### src/rtl/if_fetch_if.sv
`default_nettype none
// ============================================================================
// Module   : if_fetch_if
// Brief    : Instruction-port handshake between the fetch stage and the
//            memory controller (level request, single-cycle done strobe).
// Revision : 1.0 - initial release
// ============================================================================
interface if_fetch_if #(
    parameter int ADDR_W = 32,
    parameter int INST_W = 32
) ();
    logic              if_req;
    logic [ADDR_W-1:0] if_addr;
    logic              mc_if_done;
    logic [INST_W-1:0] mc_if_inst;

    modport master (
        output if_req,
        output if_addr,
        input  mc_if_done,
        input  mc_if_inst
    );

    modport slave (
        input  if_req,
        input  if_addr,
        output mc_if_done,
        output mc_if_inst
    );
endinterface
`default_nettype wire

### src/rtl/if_fetch.sv
`default_nettype none
// ============================================================================
// Module   : if_fetch
// Brief    : RV32I instruction-fetch stage: owns the PC, fetches through the
//            memory-controller instruction port, feeds the IF/ID register.
// Revision : 1.0 - initial release
// ============================================================================
module if_fetch #(
    parameter int                ADDR_W   = 32,
    parameter int                INST_W   = 32,
    parameter int                STALL_W  = 6,
    parameter logic [ADDR_W-1:0] RESET_PC = '0
) (
    input  logic               clk,
    input  logic               rst,
    input  logic               rdy,
    input  logic [STALL_W-1:0] stall,
    input  logic               jump_en,
    input  logic [ADDR_W-1:0]  jump_target,
    if_fetch_if.master         mem,
    output logic               if_stall,
    output logic               out_valid,
    output logic [ADDR_W-1:0]  out_pc,
    output logic [INST_W-1:0]  out_inst
);

    localparam logic [ADDR_W-1:0] c_pc_step = ADDR_W'(4);

    typedef enum logic [1:0] {
        S_IDLE = 2'd0,
        S_WAIT = 2'd1,
        S_HOLD = 2'd2
    } state_t;

    state_t              r_state;
    state_t              w_state_nxt;
    logic [ADDR_W-1:0]   r_pc;
    logic [ADDR_W-1:0]   w_pc_nxt;
    logic                r_if_req;
    logic                w_if_req_nxt;
    logic [ADDR_W-1:0]   r_if_addr;
    logic [ADDR_W-1:0]   w_if_addr_nxt;
    logic                r_out_valid;
    logic                w_out_valid_nxt;
    logic [ADDR_W-1:0]   r_out_pc;
    logic [ADDR_W-1:0]   w_out_pc_nxt;
    logic [INST_W-1:0]   r_out_inst;
    logic [INST_W-1:0]   w_out_inst_nxt;
    logic                r_discard;
    logic                w_discard_nxt;
    logic [INST_W-1:0]   r_hold_inst;
    logic [INST_W-1:0]   w_hold_inst_nxt;
    logic [ADDR_W-1:0]   w_jump_pc;
    logic                w_unused;

    assign w_jump_pc = {jump_target[ADDR_W-1:2], 2'b00};

    // Stall bits above bit1 belong to later stages; target bits [1:0] are forced to zero.
    generate
        if (STALL_W > 2) begin : g_stall_wide
            assign w_unused = ^{stall[STALL_W-1:2], jump_target[1:0]};
        end else begin : g_stall_narrow
            assign w_unused = ^jump_target[1:0];
        end
    endgenerate

    always_comb begin
        w_state_nxt     = r_state;
        w_pc_nxt        = r_pc;
        w_if_req_nxt    = r_if_req;
        w_if_addr_nxt   = r_if_addr;
        w_out_valid_nxt = 1'b0;
        w_out_pc_nxt    = r_out_pc;
        w_out_inst_nxt  = r_out_inst;
        w_discard_nxt   = r_discard;
        w_hold_inst_nxt = r_hold_inst;

        case (r_state)
            S_IDLE: begin
                if (jump_en) begin
                    w_pc_nxt = w_jump_pc;
                end else if (!stall[0]) begin
                    w_if_req_nxt  = 1'b1;
                    w_if_addr_nxt = r_pc;
                    w_state_nxt   = S_WAIT;
                end
            end
            S_WAIT: begin
                if (mem.mc_if_done) begin
                    w_if_req_nxt  = 1'b0;
                    w_discard_nxt = 1'b0;
                    w_state_nxt   = S_IDLE;
                    if (jump_en) begin
                        w_pc_nxt = w_jump_pc;
                    end else if (!r_discard) begin
                        if (!stall[1]) begin
                            w_out_valid_nxt = 1'b1;
                            w_out_pc_nxt    = r_pc;
                            w_out_inst_nxt  = mem.mc_if_inst;
                            w_pc_nxt        = r_pc + c_pc_step;
                        end else begin
                            w_hold_inst_nxt = mem.mc_if_inst;
                            w_state_nxt     = S_HOLD;
                        end
                    end
                end else if (jump_en) begin
                    // The memory transaction cannot be cancelled: keep requesting, drop its data.
                    w_pc_nxt      = w_jump_pc;
                    w_discard_nxt = 1'b1;
                end
            end
            S_HOLD: begin
                if (jump_en) begin
                    w_pc_nxt    = w_jump_pc;
                    w_state_nxt = S_IDLE;
                end else if (!stall[1]) begin
                    w_out_valid_nxt = 1'b1;
                    w_out_pc_nxt    = r_pc;
                    w_out_inst_nxt  = r_hold_inst;
                    w_pc_nxt        = r_pc + c_pc_step;
                    w_state_nxt     = S_IDLE;
                end
            end
            default: begin
                w_state_nxt = S_IDLE;
            end
        endcase
    end

    always_ff @(posedge clk) begin
        if (rst) begin
            r_state     <= S_IDLE;
            r_pc        <= RESET_PC;
            r_if_req    <= 1'b0;
            r_if_addr   <= '0;
            r_out_valid <= 1'b0;
            r_out_pc    <= '0;
            r_out_inst  <= '0;
            r_discard   <= 1'b0;
            r_hold_inst <= '0;
        end else if (rdy) begin
            r_state     <= w_state_nxt;
            r_pc        <= w_pc_nxt;
            r_if_req    <= w_if_req_nxt;
            r_if_addr   <= w_if_addr_nxt;
            r_out_valid <= w_out_valid_nxt;
            r_out_pc    <= w_out_pc_nxt;
            r_out_inst  <= w_out_inst_nxt;
            r_discard   <= w_discard_nxt;
            r_hold_inst <= w_hold_inst_nxt;
        end
    end

    assign if_stall    = !(((r_state == S_WAIT) && mem.mc_if_done && !r_discard) ||
                           (r_state == S_HOLD));
    assign mem.if_req  = r_if_req;
    assign mem.if_addr = r_if_addr;
    assign out_valid   = r_out_valid;
    assign out_pc      = r_out_pc;
    assign out_inst    = r_out_inst;

endmodule
`default_nettype wire

### src/flat_wrapper.sv
// flat-port wrapper written by rule: the top's interface ports become plain ports
module if_fetch_flat 
#(
    parameter int                ADDR_W   = 32,
    parameter int                INST_W   = 32,
    parameter int                STALL_W  = 6,
    parameter logic [ADDR_W-1:0] RESET_PC = '0
)
  (clk, rst, rdy, stall, jump_en, jump_target, if_stall, out_valid, out_pc, out_inst, mem_if_req, mem_if_addr, mem_mc_if_done, mem_mc_if_inst);
  if_fetch_if #(.ADDR_W(ADDR_W), .INST_W(INST_W)) mem_i ();
  input  logic clk;
  input  logic rst;
  input  logic rdy;
  input  logic [STALL_W-1:0] stall;
  input  logic jump_en;
  input  logic [ADDR_W-1:0] jump_target;
  output logic if_stall;
  output logic out_valid;
  output logic [ADDR_W-1:0] out_pc;
  output logic [INST_W-1:0] out_inst;
  output wire logic [$bits(mem_i.if_req)-1:0] mem_if_req;
  output wire logic [$bits(mem_i.if_addr)-1:0] mem_if_addr;
  input wire logic [$bits(mem_i.mc_if_done)-1:0] mem_mc_if_done;
  input wire logic [$bits(mem_i.mc_if_inst)-1:0] mem_mc_if_inst;
  assign mem_if_req = mem_i.if_req;
  assign mem_if_addr = mem_i.if_addr;
  assign mem_i.mc_if_done = mem_mc_if_done;
  assign mem_i.mc_if_inst = mem_mc_if_inst;
  if_fetch #(.ADDR_W(ADDR_W), .INST_W(INST_W), .STALL_W(STALL_W), .RESET_PC(RESET_PC)) u_core (.clk(clk), .rst(rst), .rdy(rdy), .stall(stall), .jump_en(jump_en), .jump_target(jump_target), .mem(mem_i), .if_stall(if_stall), .out_valid(out_valid), .out_pc(out_pc), .out_inst(out_inst));
endmodule
### config.mk
export PLATFORM = sky130hd
export DESIGN_NAME = if_fetch_flat
export DESIGN_NICKNAME = d
export VERILOG_FILES = /design/src/rtl/if_fetch_if.sv /design/src/rtl/if_fetch.sv /design/src/flat_wrapper.sv
export SDC_FILE = /design/constraint.sdc
export NUM_CORES = 1
export LEC_CHECK = 0
export BUFFER_PORTS_ARGS = -buffer_cell sky130_fd_sc_hd__buf_2
export CAP_MARGIN = 10
export CORE_MARGIN = 1
export CORE_UTILIZATION = 60
export CTS_BUF_LIST = sky130_fd_sc_hd__clkbuf_2
export CTS_CLUSTER_DIAMETER = 60
export CTS_CLUSTER_SIZE = 24
export DETAILED_ROUTE_END_ITERATION = 6
export GPL_ROUTABILITY_DRIVEN = 0
export GPL_TIMING_DRIVEN = 0
export PLACE_DENSITY = 0.91
export SLEW_MARGIN = 20
export SYNTH_ARGS = -nofsm -noshare
export SYNTH_HDL_FRONTEND = slang
export SYNTH_SLANG_ARGS = --single-unit
### constraint.sdc
create_clock -name clk -period 4.55 [get_ports clk]
set_input_delay 1.365 -clock clk [delete_from_list [all_inputs] [get_ports clk]]
set_output_delay 1.365 -clock clk [all_outputs]
set_load 0.05 [all_outputs]
---- Word-level counts from Yosys, hierarchy flattened ----
Cells that the tools add are included.
word-level totals
  output and inout bits ................... 99
  bits in registers ....................... 165
  word-level logic and storage cells ...... 84
  input port bits ......................... 75
operators by class
  mux-type cells .......................... 41
  reduce and logical (&&, ||, !) cells .... 18
  add/sub/neg operators ................... 1
  equality and inequality tests ........... 12
  bitwise logic cells ..................... 3
operators with widths
  kind                   count
  $mux 32                17
  $pmux 32 s2            2
  $pmux 32 s3            1
  $add 32x3->32 const B  1
  $mux 2                 8
  $ne 2x2->1 const B     8
  $reduce_and 6->1       2
  $mux 1                 10
  $reduce_and 5->1       2
  $reduce_and 8->1       1
  $pmux 2 s3             1
  $reduce_and 3->1       2
  $reduce_bool 2->1      3
  $ne 4x4->1 const B     1
  $pmux 1 s2             2
  $reduce_and 4->1       1
  $ne 3x3->1 const B     1
  $not 1->1              3
  $reduce_bool 3->1      1
  $eq 2x1->1 const B     1
  $eq 2x2->1 const B     1
  $logic_and 1x1->1      2
  $logic_not 1->1        2
  $logic_not 2->1        1
  $logic_or 1x1->1       1

---- Depth between registers and ports, before layout ----
Gate-level depths: netlist (run 1).
  depth after elaboration ................. 6
  mapped depth ............................ 10
  mapped depth without buffers ............ 7

---- Least setup slack after synthesis (run 1) ----
OpenSTA, ideal clock, no wires.
  kind .................................... input-to-output
  from .................................... input port mem_mc_if_done
  to ...................................... output port if_stall
  slack ................................... 901 ps
  arrival time ............................ 2,284 ps
  data required time ...................... 3,185 ps
  stages .................................. 3
  cell sequence ........................... a21o_1 -> clkbuf_1 -> o21ai_0
between the ends
  longest elaborated chain between the ends .. 4
RTL lines
  what                             line                RTL
  start: declaration               flat_wrapper.sv:23  input wire logic [$bits(mem_i.mc_if_done)-1:0] mem_mc_if_done;
  $logic_and 1x1->1 (2 in series)  if_fetch.sv:154     assign if_stall = !(((r_state == S_WAIT) && mem.mc_if_done && !r_discard) ||
  $logic_or 1x1->1                 if_fetch.sv:154
  $logic_not 1->1                  if_fetch.sv:154
  end: declaration                 flat_wrapper.sv:17  output logic if_stall;
No other way between the ends.

---- Final worst setup path (run 1) ----
Same ends and word-level chain as after synthesis.

==> results by group, run 1 <==
GRT
  • Via count of the first global-routing pass: 7426
  • Largest net degree at the start of global routing: 17
  • Remaining Overflow, GRT: 0
  • Antenna violations before repair: 0
  • Overall track demand over capacity in global routing: 35.5%
  • Wire length of the first global-routing pass: 35.7 mm

Worst setup path
  • Critical path class: in2out
  • CP Data Arrival Time: 2.55 ns
  • Largest fanout on the critical path: 10
  • Required time of the worst setup path: 3.18 ns
  • Critical path capture point type: output port
  • Critical Path Source Type: input port

Yosys
  • Cells after synthesis: 943
  • Cell type with the largest total area after synthesis: dfxtp_1
  • Count of flip-flops with a built-in enable after synthesis: 0
  • Share of the synthesized area in the top cell type: 44.0%
  • Library cells used by synthesis: 71
  • Yosys warning total: 0
  • Syn_nets: 1023
  • Leading register cell type out of synthesis: dfxtp_1
  • Share of flip-flops with an asynchronous set or reset after synthesis: 0%
  • Share of synthesized area occupied by flip-flops and latches: 44.0%
  • Synth top area cells: dfxtp_1 (44%), nand2_1 (11%), a21oi_1 (8.3%), mux2i_1 (4.8%), a211oi_1 (3.8%)
  • Number of register bits inferred by synthesis: 165
  • Cell area after synthesis: 7510 um^2
  • Syn Area/Cell: 7.96 um^2

Cells and area
  • Diode insertion count for antenna repair: 0
  • Synthesis-to-finish area growth: 17.0%
  • Net count reported at finish: 1209
  • Number of filler cells placed in the layout: 1021
  • Fraction of final layout cells with drive strength greater than 1: 19.9%

Detailed routing
  • Number of DRC violations after detailed-routing iteration 0: 818
  • Top layer in use: met4
  • Final routed wire length divided by cell count: 17.2 um
  • M1 wire length: 8.37 mm
  • Via density per instance: 6.05
  • Sum of routed wire length over all layers: 22.5 mm
  • Met2 wire length: 10.1 mm
  • Met3 layer wire length in the routed design: 2.80 mm
  • Total number of vias: 7930
  • Remaining antenna violation count: 0
  • DRC violations left: 1
  • 1st-pass router iterations: 7

STA
  • Total setup violations reported at the end of the flow: 0
  • Final critical delay including setup and external delays: 3.92 ns
  • Setup WS post-layout: 0.633 ns
  • Worst slew slack as a fraction of its limit: 29.9%
  • Final hold viol count: 0
  • Slew of the pin with the lowest slew margin: 1.05 ns
  • Unrepaired setup endpoints after global routing: no
  • Pins over their slew limit: 0
  • Highest Clock Rate: 0.255 GHz
  • Final critical-path share of the clock period: 86.1%
  • Total negative setup slack: 0 ns
  • Setup Skew: 0.0429 ns

Floorplanning
  • Initial core utilization: 62.0%
  • Die W: 114 um
  • DIE AREA: 13000 um^2
  • Cell row count: 40
  • IO Pins: 174
  • Core Area: 12100 um^2
  • Die boundary height: 114 um

Clock tree
  • Total setup buffers inserted after CTS: 0
  • Number of buffers added to fix hold violations after cts: 0
  • Count of instances resized after the clock tree is built: 0
  • Number of CTS-inserted buffers: 17
  • TritonCTS clock tree: yes
  • Clk sink count: 165
  • Deepest clock path buffer count: 2
  • Clock-pin slew on the worst setup and hold paths: 0.18 ns
  • Latest clock arrival within the worst-skew pair: 0.78 ns
  • Total number of H-tree levels: 4
  • CTS root buffer: clkbuf_2

Place
  • DP Wirelength: 16.2 mm
  • Setup slack after placement: 0.720 ns
  • Count of input and output buffers: 167

Pwr
  • Lkg Pwr: 3.34 nW
  • Total design power: 2.63 mW
  • Worst supply voltage drop on vdd: 0.242 mV
  • Power density over the cells: 299 nW/um^2

Worst hold path
  • Hold crit path type: reg2reg

Run status
  • Status: finished, violations left
  • Violated checks: DRC

Flow run
  • Total of max-cap violations: 0
[registers in the layout, indices dropped and copies added, names as in the netlist]
signal              cells
u_core.mem.if_addr     32
u_core.mem.if_req       1
u_core.out_inst        32
u_core.out_pc          32
u_core.out_valid        1
u_core.r_discard        1
u_core.r_hold_inst     32
u_core.r_pc            32
u_core.r_state          2
[critical path, cell delays in order]
cell,delay (ns)
buf_2,0.14
a21o_1,0.12
clkbuf_1,0.43
o21ai_0,0.22
buf_2,0.27
[final cells by class]
type	count	area (um^2)	area share (%)
clock inverters	13	134	1.52
well taps	168	210	2.39
multi-input cells	683	3820	43.5
clock buffers	19	95.1	1.08
repair buffers	167	836	9.51
plain buffers	87	355	4.05
inverters	8	30.0	0.342
flip-flops and latches	165	3300	37.6
[stage by stage]
step                      utilization, %  hold WS (ns)  instances  cell area, um^2
after floorplan                        -         0.436        943             7510
after global placement              70.6         0.440       1278             8560
after detailed placement            70.6         0.443       1278             8560
after CTS                           72.5         0.467       1310             8780
after global routing                72.5         0.487       1310             8780
final                               72.5         0.464       1310             8780
[kinds of logic (layout without fill, tap and decap cells)]
| group | Yosys count | after routing | share of synthesized area, % |
|---|---|---|---|
| buf+inv | 95 | 294 | 5.13 |
| mux | 37 | 37 | 5.00 |
| simple gates | 382 | 382 | 23.2 |
| xor+xnor | 1 | 1 | 0.117 |
| fa+ha+maj | 5 | 5 | 0.833 |
| compound gates | 258 | 258 | 21.7 |
| flops | 165 | 165 | 44.0 |
[final timing paths]
path                            cells past startpoint                endpoint                    from  slack, ns
worst max-delay path                                5                if_stall          mem_mc_if_done       0.63
worst min-delay path                                2  u_core.mem.if_addr[28]  u_core.mem.if_addr[28]       0.46
worst max register to register                      7         u_core.r_pc[20]       u_core.r_state[1]       1.50
worst min register to register                      2  u_core.mem.if_addr[28]  u_core.mem.if_addr[28]       0.46
[report_power, final]
part	leakage (nW)	switching, mW	internal [mW]	total (mW)
logic	1.86	0.245	0.109	0.354
clock network	0.142	0.515	0.255	0.769
registers	1.33	0.0270	1.48	1.50
[cells in the final DEF (no fill, tap or decap), drive strengths merged, types with 4 or more instances in the layout]
cell type / instances
and3: 9
and2: 4
nand2: 216
a311oi: 9
clkbuf: 91
nand4: 10
nand3: 16
o22ai: 4
a2111oi: 4
clkinv: 8
nor3: 15
a21oi: 125
o31a: 4
ha: 5
o21ai: 26
a211oi: 38
dfxtp: 165
nand2b: 5
inv: 9
buf: 182
mux2i: 36
nor2: 69
a221oi: 4
nor4: 14
nor3b: 4
or4: 4
a31oi: 7
o311ai: 4
[cell usage after synthesis (9+ instances only)]
cell / n
nand2_1: 216
dfxtp_1: 165
a21oi_1: 125
clkbuf_1: 70
nor2_1: 68
a211oi_1: 38
mux2i_1: 36
o21ai_0: 26
nand3_1: 15
nor3_1: 15
nor4_1: 11
nand4_1: 10
a311oi_1: 9
and3_1: 9
buf_2: 9
[metal layers]
metal | GRT usage, % | vias to the layer above
met4 | 20.3 | 0
met5 | 0 | -
met1 | 40.7 | 3577
met2 | 57.9 | 528
li1 | - | 3699
met3 | 12.0 | 126
No activity file was read; power rests on OpenSTA's default activity.
==> run 2: changes to the inputs <==
--- a/config.mk
+++ b/config.mk
@@ -14,7 +14,6 @@
 export CTS_CLUSTER_SIZE = 24
 export DETAILED_ROUTE_END_ITERATION = 6
 export GPL_ROUTABILITY_DRIVEN = 0
-export GPL_TIMING_DRIVEN = 0
 export PLACE_DENSITY = 0.91
 export SLEW_MARGIN = 20
 export SYNTH_ARGS = -nofsm -noshare
==> results by group, run 2 (same netlist as run 1, synthesis figures left out) <==
Run status
  • Status: finished, violations left
  • Violated checks: DRC

Cells and area
  • Commonest cells after routing, fill and taps aside: nand2_1 (216), buf_2 (166), dfxtp_1 (165), a21oi_1 (125), nor2_1 (68)
  • Combined area of the multi-input logic cells: 3830 um^2 (+0.33%)
  • Number of filler cells placed in the layout: 1024 (+0.29%)
  • Diode insertion count for antenna repair: 0 (unchanged)
  • Finished Cell Area: 8600 um^2 (-2.1%)
  • Fraction of final layout cells with drive strength greater than 1: 21.8% (+1.9 points)
  • Register area: 3300 um^2 (unchanged)
  • Net count reported at finish: 1138 (-5.9%)
  • Leading cell type in the layout, fill and taps excluded: nand2_1
  • Synthesis-to-finish area growth: 14.6%

Pwr
  • Switching power share of the total: 30.3% (+0.40 points)
  • Lkg Pwr: 3.28 nW (-1.8%)
  • Clock network fraction of design power: 31.0% (+1.7 points)
  • Power density over the cells: 309 nW/um^2 (+3.2%)
  • Combinational Power Share: 11.7% (-1.8 points)
  • Worst supply voltage drop on vdd: 0.214 mV (-11%)
  • Cell-internal power: 1.85 mW (+0.49%)
  • Sequential share of power: 57.2% (about the same)
  • Switching power total: 806 uW (+2.4%)

STA
  • Setup WS post-layout: 0.581 ns (-0.0520 ns)
  • Worst slew slack as a fraction of its limit: 46.1% (+16 points)
  • Final hold viol count: 0 (unchanged)
  • Setup Skew: 0.0410 ns (-0.00188 ns)
  • Total setup violations reported at the end of the flow: 0 (unchanged)
  • Unrepaired setup endpoints after global routing: no
  • Total negative setup slack: 0 ns (unchanged)
  • Highest Clock Rate: 0.252 GHz (-1.3%)
  • Slew of the pin with the lowest slew margin: 0.808 ns (-0.241 ns)
  • Pins over their slew limit: 0 (unchanged)
  • Final critical-path share of the clock period: 87.2% (+1.1 points)
  • Final critical delay including setup and external delays: 3.97 ns (+0.0520 ns)

Detailed routing
  • 1st-pass router iterations: 7 (unchanged)
  • Via density per instance: 5.94 (-1.9%)
  • Final routed wire length divided by cell count: 16.3 um (-4.9%)
  • Total number of vias: 7360 (-7.2%)
  • Remaining antenna violation count: 0 (unchanged)
  • DRC violations left: 6 (+5)
  • Sum of routed wire length over all layers: 20.2 mm (-10%)
  • Number of DRC violations after detailed-routing iteration 0: 780 (-4.6%)

GRT
  • GRT met3 Usage: 10.4% (-1.5 points)
  • Largest net degree at the start of global routing: 67 (+50)
  • Antenna violations before repair: 0 (unchanged)
  • Remaining Overflow, GRT: 0 (unchanged)
  • Wire length of the first global-routing pass: 32.4 mm (-9.4%)
  • Met1 routing resource usage after global routing: 37.7% (-3.0 points)
  • Via count of the first global-routing pass: 6728 (-9.4%)
  • Grt met2 use: 51.4% (-6.5 points)
  • Overall track demand over capacity in global routing: 31.5% (-4.0 points)
  • Layer with the highest usage after global routing: met2

Clock tree
  • Clock-pin slew on the worst setup and hold paths: 0.23 ns (+0.05 ns)
  • Number of buffers added to fix hold violations after cts: 0 (unchanged)
  • Total number of H-tree levels: 4 (unchanged)
  • Deepest clock path buffer count: 2 (unchanged)
  • Clk sink count: 165 (unchanged)
  • TritonCTS clock tree: yes
  • CTS root buffer: clkbuf_2
  • Latest clock arrival within the worst-skew pair: 0.79 ns (about the same)
  • Count of instances resized after the clock tree is built: 0 (unchanged)
  • Total setup buffers inserted after CTS: 0 (unchanged)
  • Number of CTS-inserted buffers: 17 (unchanged)

Worst setup path
  • Critical Path Source Type: register
  • Crit path max-delay cell type: ha_1
  • Critical path cell sequence: inv_1 > ha_1 > a21o_1 > o21ai_0 > buf_2
  • Cell class contributing the biggest share of worst-path delay: compound AO/OA/AOI/OAI gates
  • Required time of the worst setup path: 3.18 ns (about the same)
  • Critical path capture point type: output port
  • Buffer and inverter count on the worst path: 2 (-1)
  • Largest fanout on the critical path: 13 (+3)
  • CP Data Arrival Time: 2.60 ns (+0.05 ns)
  • Critical path's largest stage delay: 0.44 ns (about the same)
  • Critical path class: reg2out

Place
  • Placed cell area: 8350 um^2 (-2.4%)
  • Count of input and output buffers: 167 (unchanged)
  • Setup slack after placement: 0.849 ns (+0.128 ns)
  • DP Wirelength: 13.6 mm (-16%)

Floorplanning
  • Cell row count: 40 (unchanged)
  • Initial core utilization: 62.0% (unchanged)
  • Die boundary height: 114 um (unchanged)
  • DIE AREA: 13000 um^2 (unchanged)
  • Die W: 114 um (unchanged)
  • Core Area: 12100 um^2 (unchanged)
  • IO Pins: 174 (unchanged)

Worst hold path
  • Hold crit path type: reg2reg

Flow run
  • Total of max-cap violations: 0 (unchanged)
run 2: cell count changes in the layout (fill, tap and decap cells not counted), moves of 2 or more:
| cell | change |
|---|---|
| buf_4 | +14 |
| clkbuf_2 | -4 |
| clkinv_2 | -3 |
| buf_1 | -3 |
| inv_8 | +2 |
| inv_6 | +3 |
| clkbuf_1 | -70 |
| buf_2 | -10 |
run 2: worst paths after layout:
| kind | end | depth (start not counted) | startpoint | slack (ns) |
|---|---|---|---|---|
| min reg2reg | u_core.out_pc[23] | 2 | u_core.out_pc[23] | 0.47 |
| min | u_core.out_pc[23] | 2 | u_core.out_pc[23] | 0.47 |
| max reg2reg | u_core.r_pc[13] | 7 | u_core.r_state[1] | 1.70 |
| max | if_stall | 5 | u_core.r_state[1] | 0.58 |
run 2: cell type report:
| class | instances | share of cell area (%) |
|---|---|---|
| Multi-Input combinational cell | 683 | 44.6 |
| Sequential cell | 165 | 38.4 |
| Timing Repair Buffer | 183 | 11.3 |
| Tap cell | 168 | 2.44 |
| Clock inverter | 15 | 1.99 |
| Clock buffer | 17 | 0.989 |
| Inverter | 8 | 0.349 |
run 2: stage by stage:
stage	instances	hold slack (ns)	util, %	power [mW]
CTS	1239	0.467	71.0	2.66
detailed placement	1207	0.443	68.9	1.85
global route	1239	0.482	71.0	2.76
global placement	1207	0.440	68.9	1.84
floorplan	943	0.436	-	1.75
finish	1239	0.466	71.0	2.66
run 2: metal layers:
layer	wire length (um)	vias up	part of all wire, %
met4	636	0	3.1
met2	9450	401	47
li1	-	3560	-
met1	7920	3337	39
met5	0	-	0
met3	2250	62	11
run 2: tightest hold or removal path, stage by stage (launching register included):
cell     delay (ns)
dfxtp_1        0.36
nand2_1        0.05
a21oi_1        0.05
run 2: power by group through the flow:
| stage | Clock (mW) | Combinational (mW) | Sequential (mW) |
|---|---|---|---|
| after CTS | 0.835 | 0.306 | 1.52 |
| after global routing | 0.897 | 0.334 | 1.53 |
| after detailed placement | 0 | 0.304 | 1.54 |
| after global placement | 0 | 0.297 | 1.54 |
| final | 0.824 | 0.311 | 1.52 |
| after floorplan | 0 | 0.186 | 1.56 |
==> run 3: changes to the inputs <==
--- a/config.mk
+++ b/config.mk
@@ -7,14 +7,14 @@
 export LEC_CHECK = 0
 export BUFFER_PORTS_ARGS = -buffer_cell sky130_fd_sc_hd__buf_2
 export CAP_MARGIN = 10
-export CORE_MARGIN = 1
+export CORE_MARGIN = 2
 export CORE_UTILIZATION = 60
 export CTS_BUF_LIST = sky130_fd_sc_hd__clkbuf_2
 export CTS_CLUSTER_DIAMETER = 60
 export CTS_CLUSTER_SIZE = 24
 export DETAILED_ROUTE_END_ITERATION = 6
 export GPL_ROUTABILITY_DRIVEN = 0
-export PLACE_DENSITY = 0.91
+export PLACE_DENSITY = 0.95
 export SLEW_MARGIN = 20
 export SYNTH_ARGS = -nofsm -noshare
 export SYNTH_HDL_FRONTEND = slang
==> results by group, run 3 (same netlist as run 1, synthesis figures left out) <==
Run status
  • Status: finished, violations left
  • Violated checks: DRC

STA
  • Highest Clock Rate: 0.257 GHz (+1.9%)
  • Final hold viol count: 0 (unchanged)
  • Setup Skew: 0.0356 ns (-0.00536 ns)
  • Unrepaired setup endpoints after global routing: no
  • Final critical delay including setup and external delays: 3.90 ns (-0.0737 ns)
  • Slew of the pin with the lowest slew margin: 0.892 ns (+0.0831 ns)
  • Total negative setup slack: 0 ns (unchanged)
  • Total setup violations reported at the end of the flow: 0 (unchanged)
  • Pins over their slew limit: 0 (unchanged)
  • Final critical-path share of the clock period: 85.6% (-1.6 points)
  • Worst slew slack as a fraction of its limit: 40.6% (-5.5 points)

Clock tree
  • Latest clock arrival within the worst-skew pair: 0.76 ns (-0.03 ns)
  • Total setup buffers inserted after CTS: 0 (unchanged)
  • TritonCTS clock tree: yes
  • Deepest clock path buffer count: 2 (unchanged)
  • Clk sink count: 165 (unchanged)
  • CTS root buffer: clkbuf_2
  • Clock-pin slew on the worst setup and hold paths: 0.22 ns (about the same)
  • Total number of H-tree levels: 4 (unchanged)
  • Count of instances resized after the clock tree is built: 0 (unchanged)
  • Number of CTS-inserted buffers: 17 (unchanged)
  • Number of buffers added to fix hold violations after cts: 0 (unchanged)

Cells and area
  • Synthesis-to-finish area growth: 14.0%
  • Finished Cell Area: 8560 um^2 (-0.51%)
  • Leading cell type in the layout, fill and taps excluded: nand2_1
  • Fraction of final layout cells with drive strength greater than 1: 21.2% (-0.52 points)
  • Net count reported at finish: 1136 (-0.18%)
  • Commonest cells after routing, fill and taps aside: nand2_1 (216), buf_2 (166), dfxtp_1 (165), a21oi_1 (125), nor2_1 (68)
  • Diode insertion count for antenna repair: 0 (unchanged)

Floorplanning
  • Cell row count: 40 (unchanged)
  • IO Pins: 174 (unchanged)
  • Die boundary height: 116 um (+1.8%)
  • DIE AREA: 13400 um^2 (+3.5%)
  • Initial core utilization: 62.0% (unchanged)
  • Core Area: 12100 um^2 (unchanged)
  • Die W: 116 um (+1.8%)

Detailed routing
  • Met2 wire length: 9.71 mm (+2.8%)
  • M1 wire length: 7.95 mm (+0.38%)
  • Number of DRC violations after detailed-routing iteration 0: 840 (+7.7%)
  • Total number of vias: 7490 (+1.8%)
  • 1st-pass router iterations: 7 (unchanged)
  • Remaining antenna violation count: 0 (unchanged)
  • Top layer in use: met4
  • Via density per instance: 6.05 (+1.9%)
  • Met3 layer wire length in the routed design: 2.35 mm (+4.1%)
  • Sum of routed wire length over all layers: 20.6 mm (+1.5%)
  • Final routed wire length divided by cell count: 16.6 um (+1.7%)
  • DRC violations left: 2 (-4)

Worst setup path
  • Largest fanout on the critical path: 13 (unchanged)
  • Crit path capture: if_stall
  • Critical R2R Launch: u_core.r_state[1]
  • Slack of the worst reg-to-reg path: 1.71 ns (about the same)
  • Required time of the worst setup path: 3.18 ns (about the same)
  • CP Data Arrival Time: 2.53 ns (-0.07 ns)
  • Critical path capture point type: output port
  • Reg2reg path depth: 8 (+1)
  • R2r endpoint: u_core.r_pc[16]
  • Critical Path Source Type: register
  • Critical path class: reg2out
  • Crit. Startpoint: u_core.r_state[1]

GRT
  • Via count of the first global-routing pass: 6993 (+3.9%)
  • Wire length of the first global-routing pass: 33.2 mm (+2.6%)
  • Overall track demand over capacity in global routing: 31.1% (-0.35 points)
  • Antenna violations before repair: 0 (unchanged)
  • Largest net degree at the start of global routing: 85 (+27%)
  • Remaining Overflow, GRT: 0 (unchanged)

Pwr
  • Power density over the cells: 303 nW/um^2 (-1.9%)
  • Worst supply voltage drop on vdd: 0.222 mV (+3.6%)
  • Lkg Pwr: 3.25 nW (-0.77%)

Place
  • Count of input and output buffers: 167 (unchanged)
  • DP Wirelength: 13.9 mm (+2.5%)
  • Placed cell area: 8330 um^2 (-0.18%)

Flow run
  • Total of max-cap violations: 0 (unchanged)

Worst hold path
  • Hold crit path type: reg2reg
[run 3: per-stage QoR]
| stage | setup slack, ns | cells | util (%) | total power, mW | hold WS, ns |
|---|---|---|---|---|---|
| 2_1_floorplan | 0.901 | 943 | - | 1.75 | 0.436 |
| 3_3_place_gp | 0.895 | 1205 | 68.8 | 1.84 | 0.439 |
| 3_5_place_dp | 0.881 | 1205 | 68.8 | 1.85 | 0.445 |
| 4_1_cts | 0.600 | 1237 | 70.7 | 2.60 | 0.469 |
| 5_1_grt | 0.404 | 1237 | 70.7 | 2.70 | 0.486 |
| 6_report | 0.655 | 1237 | 70.7 | 2.59 | 0.465 |
[run 3: power breakdown]
group | switching [mW] | internal, mW
Sequential | 0.0417 | 1.48
Clock | 0.516 | 0.248
Combinational | 0.207 | 0.102
[run 3: worst max-delay path: stages (launching register included)]
cell and delay, ns:
dfxtp_1 0.40, inv_1 0.09, ha_1 0.40, a21o_1 0.43, o21ai_0 0.20, buf_2 0.26
[run 3: routing by layer]
layer,up-vias,track usage [%]
met5,-,0
met4,0,15.2
met3,58,10.0
met2,413,50.6
met1,3467,37.4
li1,3552,-
[run 3: worst min-delay path by stage]
stage	cells after the start	startpoint	slack (ns)	end
floorplan	2	u_core.r_hold_inst[0]	0.44	u_core.r_hold_inst[0]
global placement	2	u_core.out_pc[6]	0.44	u_core.out_pc[6]
detailed placement	2	u_core.mem.if_addr[31]	0.45	u_core.mem.if_addr[31]
CTS	2	u_core.mem.if_addr[31]	0.47	u_core.mem.if_addr[31]
global route	2	u_core.mem.if_addr[31]	0.49	u_core.mem.if_addr[31]
finish	2	u_core.mem.if_addr[31]	0.47	u_core.mem.if_addr[31]
[run 3: layout make-up]
class / count / area [um^2]
fill: 1004 / 3550
multi-input combinational: 683 / 3830
tap: 168 / 210
clock buffer: 18 / 90.1
timing repair buffer: 181 / 956
sequential: 165 / 3300
clock inverter: 14 / 138
inverter: 8 / 30.0
